### src/rtl/pipe_core_fwd_if.sv
// Fetch/retire bus of the 4-stage forwarding core: instruction memory port plus
// the writeback, hazard and forwarding status outputs.
interface pipe_core_fwd_if #(
    parameter int unsigned DATA_W = 8,
    parameter int unsigned RA_W   = 3,
    parameter int unsigned PC_W   = 8
);
    localparam int unsigned INSTR_W = 4 + 3 * RA_W + DATA_W;

    logic [INSTR_W-1:0] instr;
    logic [PC_W-1:0]    pc;
    logic [DATA_W-1:0]  alu_out;
    logic               wb_valid;
    logic [RA_W-1:0]    wb_rd;
    logic               stall;
    logic               halted;
    logic               fwd_a;
    logic               fwd_b;

    modport master (
        input  instr,
        output pc, alu_out, wb_valid, wb_rd, stall, halted, fwd_a, fwd_b
    );

    modport slave (
        output instr,
        input  pc, alu_out, wb_valid, wb_rd, stall, halted, fwd_a, fwd_b
    );
endinterface

### src/rtl/pipe_core_fwd.sv
// 4-stage in-order integer pipeline (IF/ID/EX/WB) with register file, EX operand
// forwarding, ID write-through bypass, multi-cycle MUL stall and sticky HALT.
module pipe_core_fwd #(
    parameter int unsigned DATA_W  = 8,
    parameter int unsigned RA_W    = 3,
    parameter int unsigned PC_W    = 8,
    parameter int unsigned MUL_LAT = 3
) (
    input  logic            clk,
    input  logic            rstn,
    pipe_core_fwd_if.master bus
);
    localparam int unsigned INSTR_W = 4 + 3 * RA_W + DATA_W;
    localparam int unsigned NREG    = 1 << RA_W;
    localparam int unsigned CNT_W   = $clog2(MUL_LAT + 1);
    // Counter value on the last stall cycle; unused when MUL_LAT == 1.
    localparam logic [CNT_W-1:0] LAST_STALL = CNT_W'(MUL_LAT - 2);

    localparam logic [3:0] OP_NOP  = 4'd0;
    localparam logic [3:0] OP_ADD  = 4'd1;
    localparam logic [3:0] OP_SUB  = 4'd2;
    localparam logic [3:0] OP_AND  = 4'd3;
    localparam logic [3:0] OP_OR   = 4'd4;
    localparam logic [3:0] OP_XOR  = 4'd5;
    localparam logic [3:0] OP_LDI  = 4'd6;
    localparam logic [3:0] OP_MUL  = 4'd7;
    localparam logic [3:0] OP_HALT = 4'd8;

    // Fetch and IF/ID
    logic [PC_W-1:0]    pc_q, pc_d;
    logic               ifid_valid_q, ifid_valid_d;
    logic [INSTR_W-1:0] ifid_instr_q, ifid_instr_d;
    logic               halt_seen_q, halt_seen_d;

    // ID/EX
    logic               idex_valid_q, idex_valid_d;
    logic [3:0]         idex_op_q, idex_op_d;
    logic [RA_W-1:0]    idex_rd_q, idex_rd_d;
    logic [RA_W-1:0]    idex_rs1_q, idex_rs1_d;
    logic [RA_W-1:0]    idex_rs2_q, idex_rs2_d;
    logic [DATA_W-1:0]  idex_imm_q, idex_imm_d;
    logic [DATA_W-1:0]  idex_a_q, idex_a_d;
    logic [DATA_W-1:0]  idex_b_q, idex_b_d;
    logic               fwd_a_q, fwd_a_d;
    logic               fwd_b_q, fwd_b_d;

    // MUL sequencing
    logic [CNT_W-1:0]   mul_cnt_q, mul_cnt_d;
    logic               stall_q, stall_d;
    logic [DATA_W-1:0]  mul_a_q, mul_a_d;
    logic [DATA_W-1:0]  mul_b_q, mul_b_d;

    // EX/WB and retirement
    logic [DATA_W-1:0]  alu_out_q, alu_out_d;
    logic               wb_valid_q, wb_valid_d;
    logic [RA_W-1:0]    wb_rd_q, wb_rd_d;
    logic               wb_halt_q, wb_halt_d;
    logic               halted_q, halted_d;

    logic [DATA_W-1:0]  rf_q [NREG];
    logic [DATA_W-1:0]  rf_d [NREG];

    // ID decode and register read with same-cycle writeback bypass
    logic [3:0]         id_op;
    logic [RA_W-1:0]    id_rd, id_rs1, id_rs2;
    logic [DATA_W-1:0]  id_imm, id_a, id_b;
    logic               id_is_halt;

    always_comb begin
        {id_op, id_rd, id_rs1, id_rs2, id_imm} = ifid_instr_q;
        id_is_halt = ifid_valid_q && (id_op == OP_HALT);

        if (id_rs1 == '0)
            id_a = '0;
        else if (wb_valid_q && (wb_rd_q == id_rs1))
            id_a = alu_out_q;
        else
            id_a = rf_q[id_rs1];

        if (id_rs2 == '0)
            id_b = '0;
        else if (wb_valid_q && (wb_rd_q == id_rs2))
            id_b = alu_out_q;
        else
            id_b = rf_q[id_rs2];
    end

    // EX operand select, MUL operand capture and ALU
    logic [DATA_W-1:0]  op_a, op_b, mul_src_a, mul_src_b, ex_result;
    logic               ex_is_mul, mul_first, ex_writes, ex_is_halt;

    always_comb begin
        op_a       = fwd_a_q ? alu_out_q : idex_a_q;
        op_b       = fwd_b_q ? alu_out_q : idex_b_q;
        ex_is_mul  = idex_valid_q && (idex_op_q == OP_MUL);
        mul_first  = ex_is_mul && (mul_cnt_q == '0);
        mul_src_a  = mul_first ? op_a : mul_a_q;
        mul_src_b  = mul_first ? op_b : mul_b_q;
        ex_is_halt = idex_valid_q && (idex_op_q == OP_HALT);
        ex_writes  = idex_valid_q && (idex_op_q >= OP_ADD) && (idex_op_q <= OP_MUL)
                     && (idex_rd_q != '0);

        ex_result = '0;
        case (idex_op_q)
            OP_ADD:  ex_result = op_a + op_b;
            OP_SUB:  ex_result = op_a - op_b;
            OP_AND:  ex_result = op_a & op_b;
            OP_OR:   ex_result = op_a | op_b;
            OP_XOR:  ex_result = op_a ^ op_b;
            OP_LDI:  ex_result = idex_imm_q;
            OP_MUL:  ex_result = mul_src_a * mul_src_b;
            default: ex_result = '0;
        endcase
    end

    // Pipeline advance, hazard control and next-cycle forwarding selects
    always_comb begin
        pc_d         = pc_q;
        ifid_valid_d = ifid_valid_q;
        ifid_instr_d = ifid_instr_q;
        halt_seen_d  = halt_seen_q;
        idex_valid_d = idex_valid_q;
        idex_op_d    = idex_op_q;
        idex_rd_d    = idex_rd_q;
        idex_rs1_d   = idex_rs1_q;
        idex_rs2_d   = idex_rs2_q;
        idex_imm_d   = idex_imm_q;
        idex_a_d     = idex_a_q;
        idex_b_d     = idex_b_q;
        mul_cnt_d    = mul_cnt_q;
        stall_d      = stall_q;
        mul_a_d      = mul_first ? op_a : mul_a_q;
        mul_b_d      = mul_first ? op_b : mul_b_q;
        alu_out_d    = alu_out_q;
        wb_valid_d   = 1'b0;
        wb_rd_d      = wb_rd_q;
        wb_halt_d    = 1'b0;
        halted_d     = halted_q | wb_halt_q;

        if (stall_q) begin
            // MUL still iterating: front of the pipe holds, EX/WB takes a bubble.
            mul_cnt_d = mul_cnt_q + CNT_W'(1);
            stall_d   = (mul_cnt_q != LAST_STALL);
        end else begin
            mul_cnt_d  = '0;
            wb_valid_d = ex_writes;
            wb_halt_d  = ex_is_halt;
            if (ex_writes) begin
                alu_out_d = ex_result;
                wb_rd_d   = idex_rd_q;
            end

            idex_valid_d = ifid_valid_q;
            idex_op_d    = id_op;
            idex_rd_d    = id_rd;
            idex_rs1_d   = id_rs1;
            idex_rs2_d   = id_rs2;
            idex_imm_d   = id_imm;
            idex_a_d     = id_a;
            idex_b_d     = id_b;
            stall_d      = ifid_valid_q && (id_op == OP_MUL) && (MUL_LAT > 1);

            // Once HALT reaches ID, fetch stops for good and IF/ID fills with bubbles.
            if (halt_seen_q || id_is_halt) begin
                halt_seen_d  = 1'b1;
                ifid_valid_d = 1'b0;
                ifid_instr_d = '0;
            end else begin
                ifid_valid_d = 1'b1;
                ifid_instr_d = bus.instr;
                pc_d         = pc_q + PC_W'(1);
            end
        end

        fwd_a_d = wb_valid_d && (wb_rd_d == idex_rs1_d) && (idex_rs1_d != '0);
        fwd_b_d = wb_valid_d && (wb_rd_d == idex_rs2_d) && (idex_rs2_d != '0);
    end

    // Register file write from EX/WB
    always_comb begin
        rf_d = rf_q;
        if (wb_valid_q)
            rf_d[wb_rd_q] = alu_out_q;
    end

    always_ff @(posedge clk or negedge rstn) begin
        if (!rstn) begin
            pc_q         <= '0;
            ifid_valid_q <= 1'b0;
            ifid_instr_q <= '0;
            halt_seen_q  <= 1'b0;
            idex_valid_q <= 1'b0;
            idex_op_q    <= OP_NOP;
            idex_rd_q    <= '0;
            idex_rs1_q   <= '0;
            idex_rs2_q   <= '0;
            idex_imm_q   <= '0;
            idex_a_q     <= '0;
            idex_b_q     <= '0;
            fwd_a_q      <= 1'b0;
            fwd_b_q      <= 1'b0;
            mul_cnt_q    <= '0;
            stall_q      <= 1'b0;
            mul_a_q      <= '0;
            mul_b_q      <= '0;
            alu_out_q    <= '0;
            wb_valid_q   <= 1'b0;
            wb_rd_q      <= '0;
            wb_halt_q    <= 1'b0;
            halted_q     <= 1'b0;
            rf_q         <= '{default: '0};
        end else begin
            pc_q         <= pc_d;
            ifid_valid_q <= ifid_valid_d;
            ifid_instr_q <= ifid_instr_d;
            halt_seen_q  <= halt_seen_d;
            idex_valid_q <= idex_valid_d;
            idex_op_q    <= idex_op_d;
            idex_rd_q    <= idex_rd_d;
            idex_rs1_q   <= idex_rs1_d;
            idex_rs2_q   <= idex_rs2_d;
            idex_imm_q   <= idex_imm_d;
            idex_a_q     <= idex_a_d;
            idex_b_q     <= idex_b_d;
            fwd_a_q      <= fwd_a_d;
            fwd_b_q      <= fwd_b_d;
            mul_cnt_q    <= mul_cnt_d;
            stall_q      <= stall_d;
            mul_a_q      <= mul_a_d;
            mul_b_q      <= mul_b_d;
            alu_out_q    <= alu_out_d;
            wb_valid_q   <= wb_valid_d;
            wb_rd_q      <= wb_rd_d;
            wb_halt_q    <= wb_halt_d;
            halted_q     <= halted_d;
            rf_q         <= rf_d;
        end
    end

    assign bus.pc       = pc_q;
    assign bus.alu_out  = alu_out_q;
    assign bus.wb_valid = wb_valid_q;
    assign bus.wb_rd    = wb_rd_q;
    assign bus.stall    = stall_q;
    assign bus.halted   = halted_q;
    assign bus.fwd_a    = fwd_a_q;
    assign bus.fwd_b    = fwd_b_q;
endmodule

### src/flat_wrapper.sv
// flat-port wrapper written by rule: the top's interface ports become plain ports
module pipe_core_fwd_flat 
#(
    parameter int unsigned DATA_W  = 8,
    parameter int unsigned RA_W    = 3,
    parameter int unsigned PC_W    = 8,
    parameter int unsigned MUL_LAT = 3
)
  (clk, rstn, bus_instr, bus_pc, bus_alu_out, bus_wb_valid, bus_wb_rd, bus_stall, bus_halted, bus_fwd_a, bus_fwd_b);
  pipe_core_fwd_if #(.DATA_W(DATA_W), .RA_W(RA_W), .PC_W(PC_W)) bus_i ();
  input  logic clk;
  input  logic rstn;
  input wire logic [$bits(bus_i.instr)-1:0] bus_instr;
  output wire logic [$bits(bus_i.pc)-1:0] bus_pc;
  output wire logic [$bits(bus_i.alu_out)-1:0] bus_alu_out;
  output wire logic [$bits(bus_i.wb_valid)-1:0] bus_wb_valid;
  output wire logic [$bits(bus_i.wb_rd)-1:0] bus_wb_rd;
  output wire logic [$bits(bus_i.stall)-1:0] bus_stall;
  output wire logic [$bits(bus_i.halted)-1:0] bus_halted;
  output wire logic [$bits(bus_i.fwd_a)-1:0] bus_fwd_a;
  output wire logic [$bits(bus_i.fwd_b)-1:0] bus_fwd_b;
  assign bus_i.instr = bus_instr;
  assign bus_pc = bus_i.pc;
  assign bus_alu_out = bus_i.alu_out;
  assign bus_wb_valid = bus_i.wb_valid;
  assign bus_wb_rd = bus_i.wb_rd;
  assign bus_stall = bus_i.stall;
  assign bus_halted = bus_i.halted;
  assign bus_fwd_a = bus_i.fwd_a;
  assign bus_fwd_b = bus_i.fwd_b;
  pipe_core_fwd #(.DATA_W(DATA_W), .RA_W(RA_W), .PC_W(PC_W), .MUL_LAT(MUL_LAT)) u_core (.clk(clk), .rstn(rstn), .bus(bus_i));
endmodule
### config.mk
export PLATFORM = sky130hd
export DESIGN_NAME = pipe_core_fwd_flat
export DESIGN_NICKNAME = d
export VERILOG_FILES = /design/src/rtl/pipe_core_fwd_if.sv /design/src/rtl/pipe_core_fwd.sv /design/src/flat_wrapper.sv
export SDC_FILE = /design/constraint.sdc
export NUM_CORES = 1
export LEC_CHECK = 0
export CAP_MARGIN = 20
export CORE_ASPECT_RATIO = 1.75
export CORE_MARGIN = 3
export CORE_UTILIZATION = 66
export CTS_CLUSTER_SIZE = 16
export DETAILED_ROUTE_END_ITERATION = 10
export HOLD_SLACK_MARGIN = 0.05
export PLACE_DENSITY = 0.86
export SLEW_MARGIN = 15
export SYNTH_ARGS = -nofsm -noshare
export SYNTH_HDL_FRONTEND = slang
export SYNTH_SLANG_ARGS = --single-unit
### constraint.sdc
create_clock -name clk -period 8.7 [get_ports clk]
set_clock_uncertainty 0.15 [all_clocks]
set_input_delay 1.74 -clock clk [delete_from_list [all_inputs] [get_ports clk]]
set_output_delay 1.74 -clock clk [all_outputs]
set_load 0.03 [all_outputs]
==> Yosys cells after proc, flatten, opt, wreduce, memory -nomap -nowiden <==
Cells that the tools add are included.
Widths: inputs -> output; s select.
{ "classes": {"addsub": 4, "mul": 1, "magnitude_cmp": 6, "n_eq_ne": 15, "mux": 28, "n_bitwise": 9, "reduce_logical": 25} }
{ "ops": {"columns": ["cell", "n"], "rows": [
  ["$mux 8", 13],
  ["$bwmux 64", 1],
  ["$pmux 8 s7", 1],
  ["$bmux 8 s3", 2],
  ["$demux 8 s3", 1],
  ["$mux 21", 1],
  ["$eq 4x3->1 const B", 5],
  ["$logic_and 1x1->1", 15],
  ["$eq 3x3->1", 4],
  ["$ge 4x4->1 const B", 3],
  ["$mux 3", 4],
  ["$not 3->4", 3],
  ["$reduce_bool 3->1", 3],
  ["$add 8x1->8 const B", 1],
  ["$add 8x8->8", 1],
  ["$and 8x8->8", 1],
  ["$eq 4x2->1 const B", 2],
  ["$eq 4x4->1 const B", 2],
  ["$mul 8x8->8", 1],
  ["$or 8x8->8", 1],
  ["$sub 8x8->8", 1],
  ["$xor 8x8->8", 1],
  ["$logic_not 3->1", 2],
  ["$reduce_and 2->1", 3],
  ["12 further kinds", 16]
]} }
{ "word_totals": {"register_bits": 168, "in_bits": 23, "out_inout_bits": 24} }

==> Logic depth before layout (Yosys ltp) <==
Gate-level depths: netlist of run 1.
{ "logic_depth": {"word_depth": 9, "ltp_mapped": 24} }

==> Worst setup path before layout of run 1 <==
Ideal clock, no wire load.
{ "synth_path": {"kind": "register -> register", "start": "reg u_core.idex_op_q[3]", "end": "reg u_core.alu_out_q[7], in the netlist u_core.bus.alu_out[7]", "setup_ns": 0.130, "t_arrival_ns": 4.830, "path_slack_ns": 3.590, "stages_incl_launch_ff": 22, "n_path_buf": 3, "cell_sequence": "dfrtp_1 nand4b_2 nor2_1 buf_4 buf_2 buf_2 nor2_1 a21oi_1 nand2_1 fa_1 fa_1 inv_1 fa_1 inv_1 fa_1 xnor2_1 xnor2_1 xnor2_1 xnor2_1 xnor3_1 a2111oi_4 nor3_2"} }
{ "synth_via": {"elab_chain_len": 6, "word_cells_on_any_way": 19, "classes_between": "mul: 1; order compare: 2; eq/ne: 7; mux: 3; reduce/logical: 6"} }
{ "synth_lines": {"columns": ["item", "line_no", "rtl"], "rows": [
  ["start: declaration", "pipe_core_fwd.sv:37", "logic [3:0] idex_op_q, idex_op_d;"],
  ["start signal: assignment", "pipe_core_fwd.sv:218", "idex_op_q <= idex_op_d;"],
  ["$eq 4x3->1", "pipe_core_fwd.sv:95, pipe_core_fwd.sv:104", null],
  ["$logic_and 1x1->1", "pipe_core_fwd.sv:95", "ex_is_mul = idex_valid_q && (idex_op_q == OP_MUL);"],
  ["$logic_and 1x1->1", "pipe_core_fwd.sv:96", "mul_first = ex_is_mul && (mul_cnt_q == '0);"],
  ["$mux 8, on equally long branches", "pipe_core_fwd.sv:97, pipe_core_fwd.sv:98", null],
  ["$mul 8x8->8", "pipe_core_fwd.sv:111", "OP_MUL: ex_result = mul_src_a * mul_src_b;"],
  ["$pmux 8 s7", "pipe_core_fwd.sv:104", "case (idex_op_q)"],
  ["end signal: assignment", "pipe_core_fwd.sv:231", "alu_out_q <= alu_out_d;"],
  ["end: declaration", "pipe_core_fwd.sv:54", "logic [DATA_W-1:0] alu_out_q, alu_out_d;"]
]} }
Several ways; a longest one is shown, not always the timed one.
A chain may end at the register's enable or synchronous reset.

==> Worst setup path after layout of run 1 <==
{ "layout_path": {"start": "reg u_core.idex_op_q[2]", "end": "reg u_core.alu_out_q[7], in the netlist u_core.bus.alu_out[7]"} }
Same word-level chain as after synthesis.

==> results of run 1 <==
==> per-stage QoR <==
step	hold WS, ns	power (uW)	worst slack [ns]	instances
floorplan	0.263	3030	3.59	869
global placement	0.270	3610	3.23	1062
detailed placement	0.274	3740	3.05	1062
CTS	0.290	4520	3.02	1094
global route	0.308	4850	2.47	1095
finish	0.298	4560	2.96	1095
==> cell type report <==
cell class / count / share of cell area, %
clock inverter: 15 / 1.59
timing repair buffer: 63 / 5.46
sequential: 168 / 37.7
tap: 180 / 2.02
inverter: 64 / 2.15
clock buffer: 17 / 3.81
multi-input combinational: 588 / 47.3
==> worst max-delay path, cell delays in order (launching register included) <==
cell      delay [ns]
dfrtp_1         0.72
nand4b_2        0.31
nor2_2          0.16
buf_4           0.34
nor2_1          0.07
a21oi_1         0.31
nand2_1         0.13
fa_1            0.45
fa_1            0.54
inv_1           0.05
fa_1            0.47
inv_1           0.06
fa_1            0.55
inv_1           0.05
ha_1            0.32
a21oi_1         0.19
xnor2_1         0.11
xnor2_1         0.31
o2111a_1        0.27
nor3_2          0.05
==> Yosys cell counts, types with 3 or more instances <==
cell      count  area share, %
o22ai_1       3           0.19
o221ai_1      4           0.35
o32a_1        3           0.30
a21oi_1      28            1.4
fa_1         13            2.6
a22o_1       21            1.9
mux2_2       90             10
and2_1        5           0.32
xnor2_1      35            3.1
nor3b_1       7           0.53
buf_1         6           0.23
xor2_1       11           0.97
inv_1        64            2.4
nand3_1       6           0.30
mux2i_1      34            3.4
buf_2         6           0.30
nor3_1        8           0.40
nor2_1       60            2.3
o21a_1        5           0.38
a31oi_1       5           0.32
clkbuf_1     33            1.2
a21o_1       11           0.83
nand2_1      62            2.3
dfrtp_1     168             42
nand2b_1      5           0.32
nand4b_1      3           0.26
ha_1         43            5.4
nor2b_1       4           0.25
mux4_2       35            7.9
o21ai_0      41            2.1
nand4_1       5           0.32
==> layout by cell type (no fill, tap or decap), types with 21 or more instances in the layout <==
cell	n
a21oi_1	28
clkdlybuf4s50_1	45
nor2_1	59
inv_1	64
mux4_2	35
mux2i_1	34
a22o_1	21
mux2_2	90
o21ai_0	41
ha_1	43
xnor2_1	35
nand2_1	62
dfrtp_1	167
==> per-layer routing <==
layer	routed length [um]	global-route usage [%]	up-vias
met5	0	0	-
met4	1510	17.9	0
met3	982	3.90	87
met2	13800	55.4	247
met1	9070	35.5	3592
li1	-	-	3142
==> power by group through the flow <==
stage          Clock (uW)  Sequential [uW]  Combinational [uW]
2_1_floorplan           0             1360                1670
3_3_place_gp            0             1460                2140
3_5_place_dp            0             1510                2230
4_1_cts               770             1490                2260
5_1_grt               801             1560                2490
6_report              765             1520                2280
==> final timing paths <==
kind,slack [ns],depth (start not counted),to,startpoint
max,2.96,19,u_core.bus.alu_out[7]$_DFFE_PN0P_,u_core.idex_op_q[2]$_DFFE_PN0N_
min,0.30,1,u_core.bus.halted$_DFF_PN0_,u_core.wb_halt_q$_DFF_PN0_
max reg2reg,2.96,19,u_core.bus.alu_out[7]$_DFFE_PN0P_,u_core.idex_op_q[2]$_DFFE_PN0N_
min reg2reg,0.30,1,u_core.bus.halted$_DFF_PN0_,u_core.wb_halt_q$_DFF_PN0_
max in group asynchronous,6.00,3,u_core.idex_a_q[0]$_DFFE_PN0N_,rstn
min in group asynchronous,1.20,1,u_core.idex_imm_q[3]$_DFFE_PN0N_,rstn
==> cell families (layout without fill, tap and decap cells) <==
group           count (synthesis)  after routing  share of synthesized area (%)
simple gates                  185            185                           9.23
flops                         168            168                           42.4
mux                           161            161                           21.9
compound gates                139            139                           9.49
buf+inv                       113            159                           4.65
fa+ha+maj                      56             56                           8.04
xor+xnor                       47             47                           4.29
==> impl_metrics.tcl, run 1 <==
set metrics [dict create \
    status "finished clean" \
    postCtsHoldBufs 0 \
    leakage_uw 0.00513 \
    port_buffers 46 \
    post_cts_buffers 0 \
    top_register "u_core.rf_q" \
    switching_share_pct 44.5 \
    clk_pin_slew_ns 0.08 \
    design_area_sq_mm 0.0112 \
    num_vias 7068 \
    switching_power_uw 2030 \
    ir_drop_v 0.000239 \
    initialDrtViolationCount 390 \
    fin_util_pct 76.5 \
    end_kind "flop" \
    fin_crit_ns 5.74 \
    drive_gt1_share_pct 21.2 \
    cts_tree "built" \
    arrival_ns 5.90 \
    core_area_sq_mm 0.0146 \
    synthFlopType "dfrtp_1" \
    drcViolationCount 0 \
    cts_resized 0 \
    antenna_cells 0 \
    final_antenna_net_count 0 \
    final_max_slew_viol_count 0 \
    grt-ovfl-total 0 \
    fin_nets 981 \
    regArea_sq_mm 0.00421 \
    placed_area_sq_mm 0.0105 \
    p_per_area_mw_per_mm2 409 \
    worstMarginPinSlew_ns 1.04 \
    ys_ff_latch 168 \
    die-area_sq_mm 0.0166 \
    num_rows 58 \
    synth_edf_count 0 \
    grt_pass1_vias 7461 \
    syn_avg_cell_area_sq_um 11.4 \
    wirelength_um 25300 \
    synth_cells 869 \
    avgViaCountPerCell 6.45 \
    synth_cell_types 64 \
    grt_setup_unrepaired "false" \
    drt_first_pass_iters 5 \
    intPower_uw 2530 \
    fp.dieW_um 98.7 \
    cts.htree.levels 4 \
    power_frac_seq_pct 33.2 \
    multi_input_area_sq_mm 0.00528 \
    clockPowerShare_pct 16.8 \
    fp.dieH_um 168 \
    io_pins 47 \
    dpl.hpwl_um 17600 \
    hold_viol 0 \
    syn_area_sq_mm 0.00993 \
    cts.path.max_buffers 2 \
    worstSetupStartpointType "flop" \
    gp_congestion 0.915 \
    largest_reg_flops 64 \
    grt_pass1_wl_um 40100 \
    critPathRequiredTime_ns 8.86 \
    yosysSeqAreaShare_pct 42.4 \
    grt_max_degree 89 \
    worstHoldPathType "reg2reg" \
    cts_sinks 168 \
    antenna_found_initial 0 \
    finalSetupViolCount 0 \
    pwr-share-comb_pct 50.0 \
    timing.slew.headroom_pct 30.0 \
    cts-root-buf "clkbuf_16" \
    numCtsBuffers 17 \
    path_max_fanout 38 \
    wire_per_inst_um 23.1 \
    finalCritPeriodShare_pct 65.9 \
    reg.largest.list "u_core.rf_q (64), u_core.ifid_instr_q (21)" \
    synth_warnings 0 \
    fmax_mhz 174 \
    area_growth_syn_to_layout_pct 12.5 \
    fillCellCount 939 \
    grtUsageTotal_pct 31.1 \
    worstSkewPairLatency_ns 0.44 \
    path_class "reg2reg" \
    synthArstFlopShare_pct 100 \
    drv_cap 0 \
    setup_tns_ns 0 \
    synth_nets 948 \
    start_util_pct 68.0 \
]
Power figures use the tool's default switching activity.
==> inputs of run 2 (changes only) <==
--- a/config.mk
+++ b/config.mk
@@ -8,11 +8,11 @@
 export CAP_MARGIN = 20
 export CORE_ASPECT_RATIO = 1.75
 export CORE_MARGIN = 3
-export CORE_UTILIZATION = 66
+export CORE_UTILIZATION = 61
 export CTS_CLUSTER_SIZE = 16
 export DETAILED_ROUTE_END_ITERATION = 10
 export HOLD_SLACK_MARGIN = 0.05
-export PLACE_DENSITY = 0.86
+export PLACE_DENSITY = 0.8
 export SLEW_MARGIN = 15
 export SYNTH_ARGS = -nofsm -noshare
 export SYNTH_HDL_FRONTEND = slang
==> constraint.sdc (replaced) <==
create_clock -name clk -period 5.7 [get_ports clk]
set_clock_uncertainty 0.15 [all_clocks]
set_input_delay 1.14 -clock clk [delete_from_list [all_inputs] [get_ports clk]]
set_output_delay 1.14 -clock clk [all_outputs]
set_load 0.03 [all_outputs]
==> impl_metrics.tcl, run 2 (synthesis gave the netlist of run 1 again) <==
set metrics [dict create \
    busiest_layer "met2" \
    reg.largest.list "u_core.rf_q (64), u_core.ifid_instr_q (21)" \
    wirelength_um 24500 \
    ir_drop_v 0.000286 \
    layout_commonest_cell "dfrtp_1" \
    grtUsageTotal_pct 28.5 \
    num_vias 6924 \
    finalCritPeriodShare_pct 93.8 \
    dp_cells 1086 \
    fin_crit_ns 5.35 \
    clk_pin_slew_ns 0.08 \
    leakage_uw 0.00517 \
    grt_setup_unrepaired "false" \
    setup_tns_ns 0 \
    num_rows 61 \
    grt-ovfl-total 0 \
    grt_pass1_vias 7291 \
    cp_cell_sequence "nand4b_2 > nor2_4 > buf_4 > nor2_1 > a21o_1 > inv_1 > nand2_1 > fa_1 > inv_1 > fa_1 > ha_1 > inv_1 > fa_1 > inv_1 > ha_1 > a21o_1 > a21oi_1 > xnor2_1 > xnor2_1 > o2111a_1 > nor3_2" \
    worstMarginPinSlew_ns 0.970 \
    slowest_stage "fa_1" \
    initialDrtViolationCount 365 \
    area_growth_syn_to_layout_pct 13.2 \
    path_max_fanout 13 \
    arrival_ns 5.50 \
    p_per_area_mw_per_mm2 614 \
    cts_tree "built" \
    core_area_sq_mm 0.0160 \
    fp.dieH_um 175 \
    slowest_delay_ns 0.48 \
    drcViolationCount 0 \
    final_antenna_net_count 0 \
    drt_first_pass_iters 5 \
    hold_viol 0 \
    met3_usage_pct 3.88 \
    cp_common_cell "inv_1" \
    cts.htree.levels 4 \
    stdcell_count 1117 \
    largest_reg_flops 64 \
    status "finished clean" \
    fp.dieW_um 102 \
    cts_sinks 168 \
    postCtsHoldBufs 0 \
    wire_per_inst_um 21.9 \
    cts.path.max_buffers 2 \
    worstHoldPathType "reg2reg" \
    end_kind "flop" \
    fin_nets 995 \
    antenna_cells 0 \
    path_class "reg2reg" \
    worstSetupStartpointType "flop" \
    power_uw 6900 \
    io_pins 47 \
    grt_pass1_wl_um 38500 \
    drv_cap 0 \
    die-area_sq_mm 0.0179 \
    worstSkewPairLatency_ns 0.43 \
    antenna_found_initial 0 \
    drive_gt1_share_pct 22.2 \
    grt_util_met1_pct 30.6 \
    most-common-layout-cells "dfrtp_1 (167), mux2_2 (90), inv_1 (64)" \
    final_max_slew_viol_count 0 \
    start_util_pct 62.2 \
    gp_congestion 0.997 \
    fmax_mhz 187 \
    use_met2_pct 50.7 \
    top_register "u_core.rf_q" \
    timing.slew.headroom_pct 34.8 \
    cts-root-buf "clkbuf_16" \
    avgViaCountPerCell 6.20 \
    port_buffers 46 \
    dpl.hpwl_um 17600 \
    critPathRequiredTime_ns 5.85 \
    numCtsBuffers 17 \
    grt_max_degree 115 \
    finalSetupViolCount 0 \
]
## run 2: changes by cell type in the layout (fill, tap and decap cells not counted), moves of 2 or more
cell        change
buf_4          +14
clkinv_8        -5
clkinvlp_4      +3
inv_8           -2
## run 2: worst paths after layout
kind                       cells past startpoint                                end  slack [ns]                             from
setup reg to reg                              21  u_core.bus.alu_out[7]$_DFFE_PN0P_        0.35  u_core.idex_op_q[3]$_DFFE_PN0N_
hold / removal                                 1        u_core.bus.halted$_DFF_PN0_        0.29       u_core.wb_halt_q$_DFF_PN0_
setup / recovery                              21  u_core.bus.alu_out[7]$_DFFE_PN0P_        0.35  u_core.idex_op_q[3]$_DFFE_PN0N_
max in group asynchronous                      2        u_core.mul_a_q[5]$_DFF_PN0_        3.90                             rstn
hold reg to reg                                1        u_core.bus.halted$_DFF_PN0_        0.29       u_core.wb_halt_q$_DFF_PN0_
min in group asynchronous                      1        u_core.mul_b_q[5]$_DFF_PN0_        0.51                             rstn
## run 2: timing repair
action                                  in CTS  in global routing
endpoints found under the hold margin        0                  0
buffers inserted                             0                  0
endpoints found under the setup margin       0                  1
resized for setup                            0                  1
## run 2: routing by layer
metal	up-vias	share of wire, %
met5	-	0
met4	0	6.8
met3	91	3.8
met2	208	54
met1	3466	35
li1	3159	-
## run 2: critical path, delay by kind of cell (launching register included)
family          cells  cell delay, ns
buf+inv             5            0.55
flops               1            0.38
xor+xnor            2            0.44
compound gates      4            0.89
fa+ha+maj           5            1.93
simple gates        5            0.88
## run 2: final cells by class
class                   count  area (sq um)
flip-flops and latches    168          4210
inverters                  64           240
clock inverters            13           135
repair buffers             77           707
clock buffers              18           429
multi-input cells         588          5280
fillers                  1150          4710
well taps                 189           236
## run 2: report_power, final
| group | internal, uW | switching [uW] |
|---|---|---|
| Combinational | 1660 | 1900 |
| Clock | 613 | 528 |
| Sequential | 1650 | 546 |
| Total | 3930 | 2970 |
## run 2: stage by stage
step,hold slack (ns),util (%),area [sq um],setup WS (ns)
global route,0.299,70.4,11200,0.126
CTS,0.298,70.4,11200,0.274
detailed placement,0.286,66.9,10700,0.304
finish,0.287,70.4,11200,0.353
floorplan,0.263,-,9930,0.590
global placement,0.273,66.9,10700,0.379
==> edit, RTL diff (config.mk and constraints of run 1) <==
`RA_W` is set to 3 in 3 places; all go to 4.
--- a/src/rtl/pipe_core_fwd_if.sv
+++ b/src/rtl/pipe_core_fwd_if.sv
@@ -4,3 +4,3 @@
     parameter int unsigned DATA_W = 8,
-    parameter int unsigned RA_W   = 3,
+    parameter int unsigned RA_W   = 4,
     parameter int unsigned PC_W   = 8
--- a/src/rtl/pipe_core_fwd.sv
+++ b/src/rtl/pipe_core_fwd.sv
@@ -4,3 +4,3 @@
     parameter int unsigned DATA_W  = 8,
-    parameter int unsigned RA_W    = 3,
+    parameter int unsigned RA_W    = 4,
     parameter int unsigned PC_W    = 8,
--- a/src/flat_wrapper.sv
+++ b/src/flat_wrapper.sv
@@ -4,3 +4,3 @@
     parameter int unsigned DATA_W  = 8,
-    parameter int unsigned RA_W    = 3,
+    parameter int unsigned RA_W    = 4,
     parameter int unsigned PC_W    = 8,
Ports: changed (resized bus_instr and bus_wb_rd); port bits go from 47 to 51. The function was not compared with the original's and may differ.
==> edit against run 1 <==
Total power rose by 7.2%. Hold slack worse by 0.0041 ns. Wire length grew 27%. Sequential share of layout area rose by 2.2 points. First-iteration DRC count rose by 80%. Final area increased by 34%. Count of clock-buffer cells in the layout rose by 14. Via count up 27%. Area after synthesis grew 38%. Largest power group unchanged. Worst setup slack improved by 0.067 ns. Sequential cell count up 71. Global-route usage decreased by 2.2 points.
==> edit: results (changes against run 1) <==
| Metric | Value |
|---|---|
| Area of placed instances | `14300 sq um (+36%)` |
| CP Max Fanout | `36 (-5.3%)` |
| Multiplexer share of the synthesized area | `29.8% (+7.9 points)` |
| IO buf count | `50 (+8.7%)` |
| Largest net degree at the start of global routing | `133 (+49%)` |
| 1st-iter DRT viols | `701 (+80%)` |
| Fraction of the mapped netlist area in adder cells | `5.81% (-2.2 points)` |
| Worst vdd ir | `0.000210 V (-12%)` |
| Syn avg cell area | `13.1 sq um (+14%)` |
| Top area cells in the synthesized netlist | `dfrtp_1, mux2_2, mux4_1, mux4_2, ha_1` |
| Compound-cell area share of the yosys netlist | `6.51% (-3.0 points)` |
| Placement Setup Slack | `3.08 ns (+0.0328 ns)` |
| Max frequency | `176 MHz (+1.2%)` |
| CP max stage delay | `0.79 ns (+0.07 ns)` |
| Outcome | `completed` |
| Clk Latency, worst-skew pair | `0.51 ns (+0.07 ns)` |
| Final instance area | `15000 sq um (+34%)` |
| Library cells used by synthesis | `52 (-19%)` |
| Htree depth | `1 (-3)` |
| Reg2Reg Launch Point | `u_core.idex_op_q[0]` |
| Total wire length | `32.2 mm (+27%)` |
| Final hold slack | `0.293 ns (-0.00415 ns)` |
| Num CTS Buffers | `22 (+5)` |
| Share of Yosys cell area claimed by the top area cell type | `43.5% (+1.2 points)` |
| Worst slew margin | `27.2% (-2.8 points)` |
| Biggest regs | `u_core.rf_q (128), u_core.ifid_instr_q (24)` |
| Leak Pwr | `7.06 nW (+38%)` |
==> edit: cell families (layout without fill, tap and decap cells) <==
kind of cell               after synthesis  in the layout
buffers and inverters                  135            169
xor gates and xnor gates                54             54
AOI/OAI and AO/OA                      126            126
DFF                                    239            239
adders and majority gates               56             56
and+or+nand+nor                        172            172
muxes                                  270            270
==> edit: area by class of cell <==
class                   instances  area share, %
multi-input cells             678           47.4
flip-flops and latches        239           39.9
repair buffers                 69           4.40
clock buffers                  31           4.23
well taps                     248           2.07
inverters                      62           1.55
clock inverters                 7          0.433
==> edit: where the power goes <==
group | internal, W | switching (W)
registers | 0.00146 | 0.000482
logic | 0.00105 | 0.000945
clock network | 0.000539 | 0.000415
total | 0.00305 | 0.00184
==> edit: routing by layer <==
metal | global-route usage (%) | routed length [um] | vias up
met4 | 16.1 | 2070 | 0
met3 | 3.20 | 1240 | 133
met2 | 52.6 | 17600 | 329
met1 | 32.2 | 11200 | 4589
met5 | 0 | 0 | -
li1 | - | - | 3917
==> edit: worst max path at each step <==
| stage | start | endpoint | depth (start not counted) |
|---|---|---|---|
| floorplan | u_core.idex_op_q[3] | u_core.bus.alu_out[7] | 21 |
| global placement | u_core.idex_op_q[0] | u_core.bus.alu_out[7] | 20 |
| detailed placement | u_core.idex_op_q[0] | u_core.bus.alu_out[7] | 20 |
| CTS | u_core.idex_op_q[0] | u_core.bus.alu_out[7] | 20 |
| global route | u_core.idex_op_q[0] | u_core.bus.alu_out[7] | 20 |
| finish | u_core.idex_op_q[0] | u_core.bus.alu_out[7] | 20 |
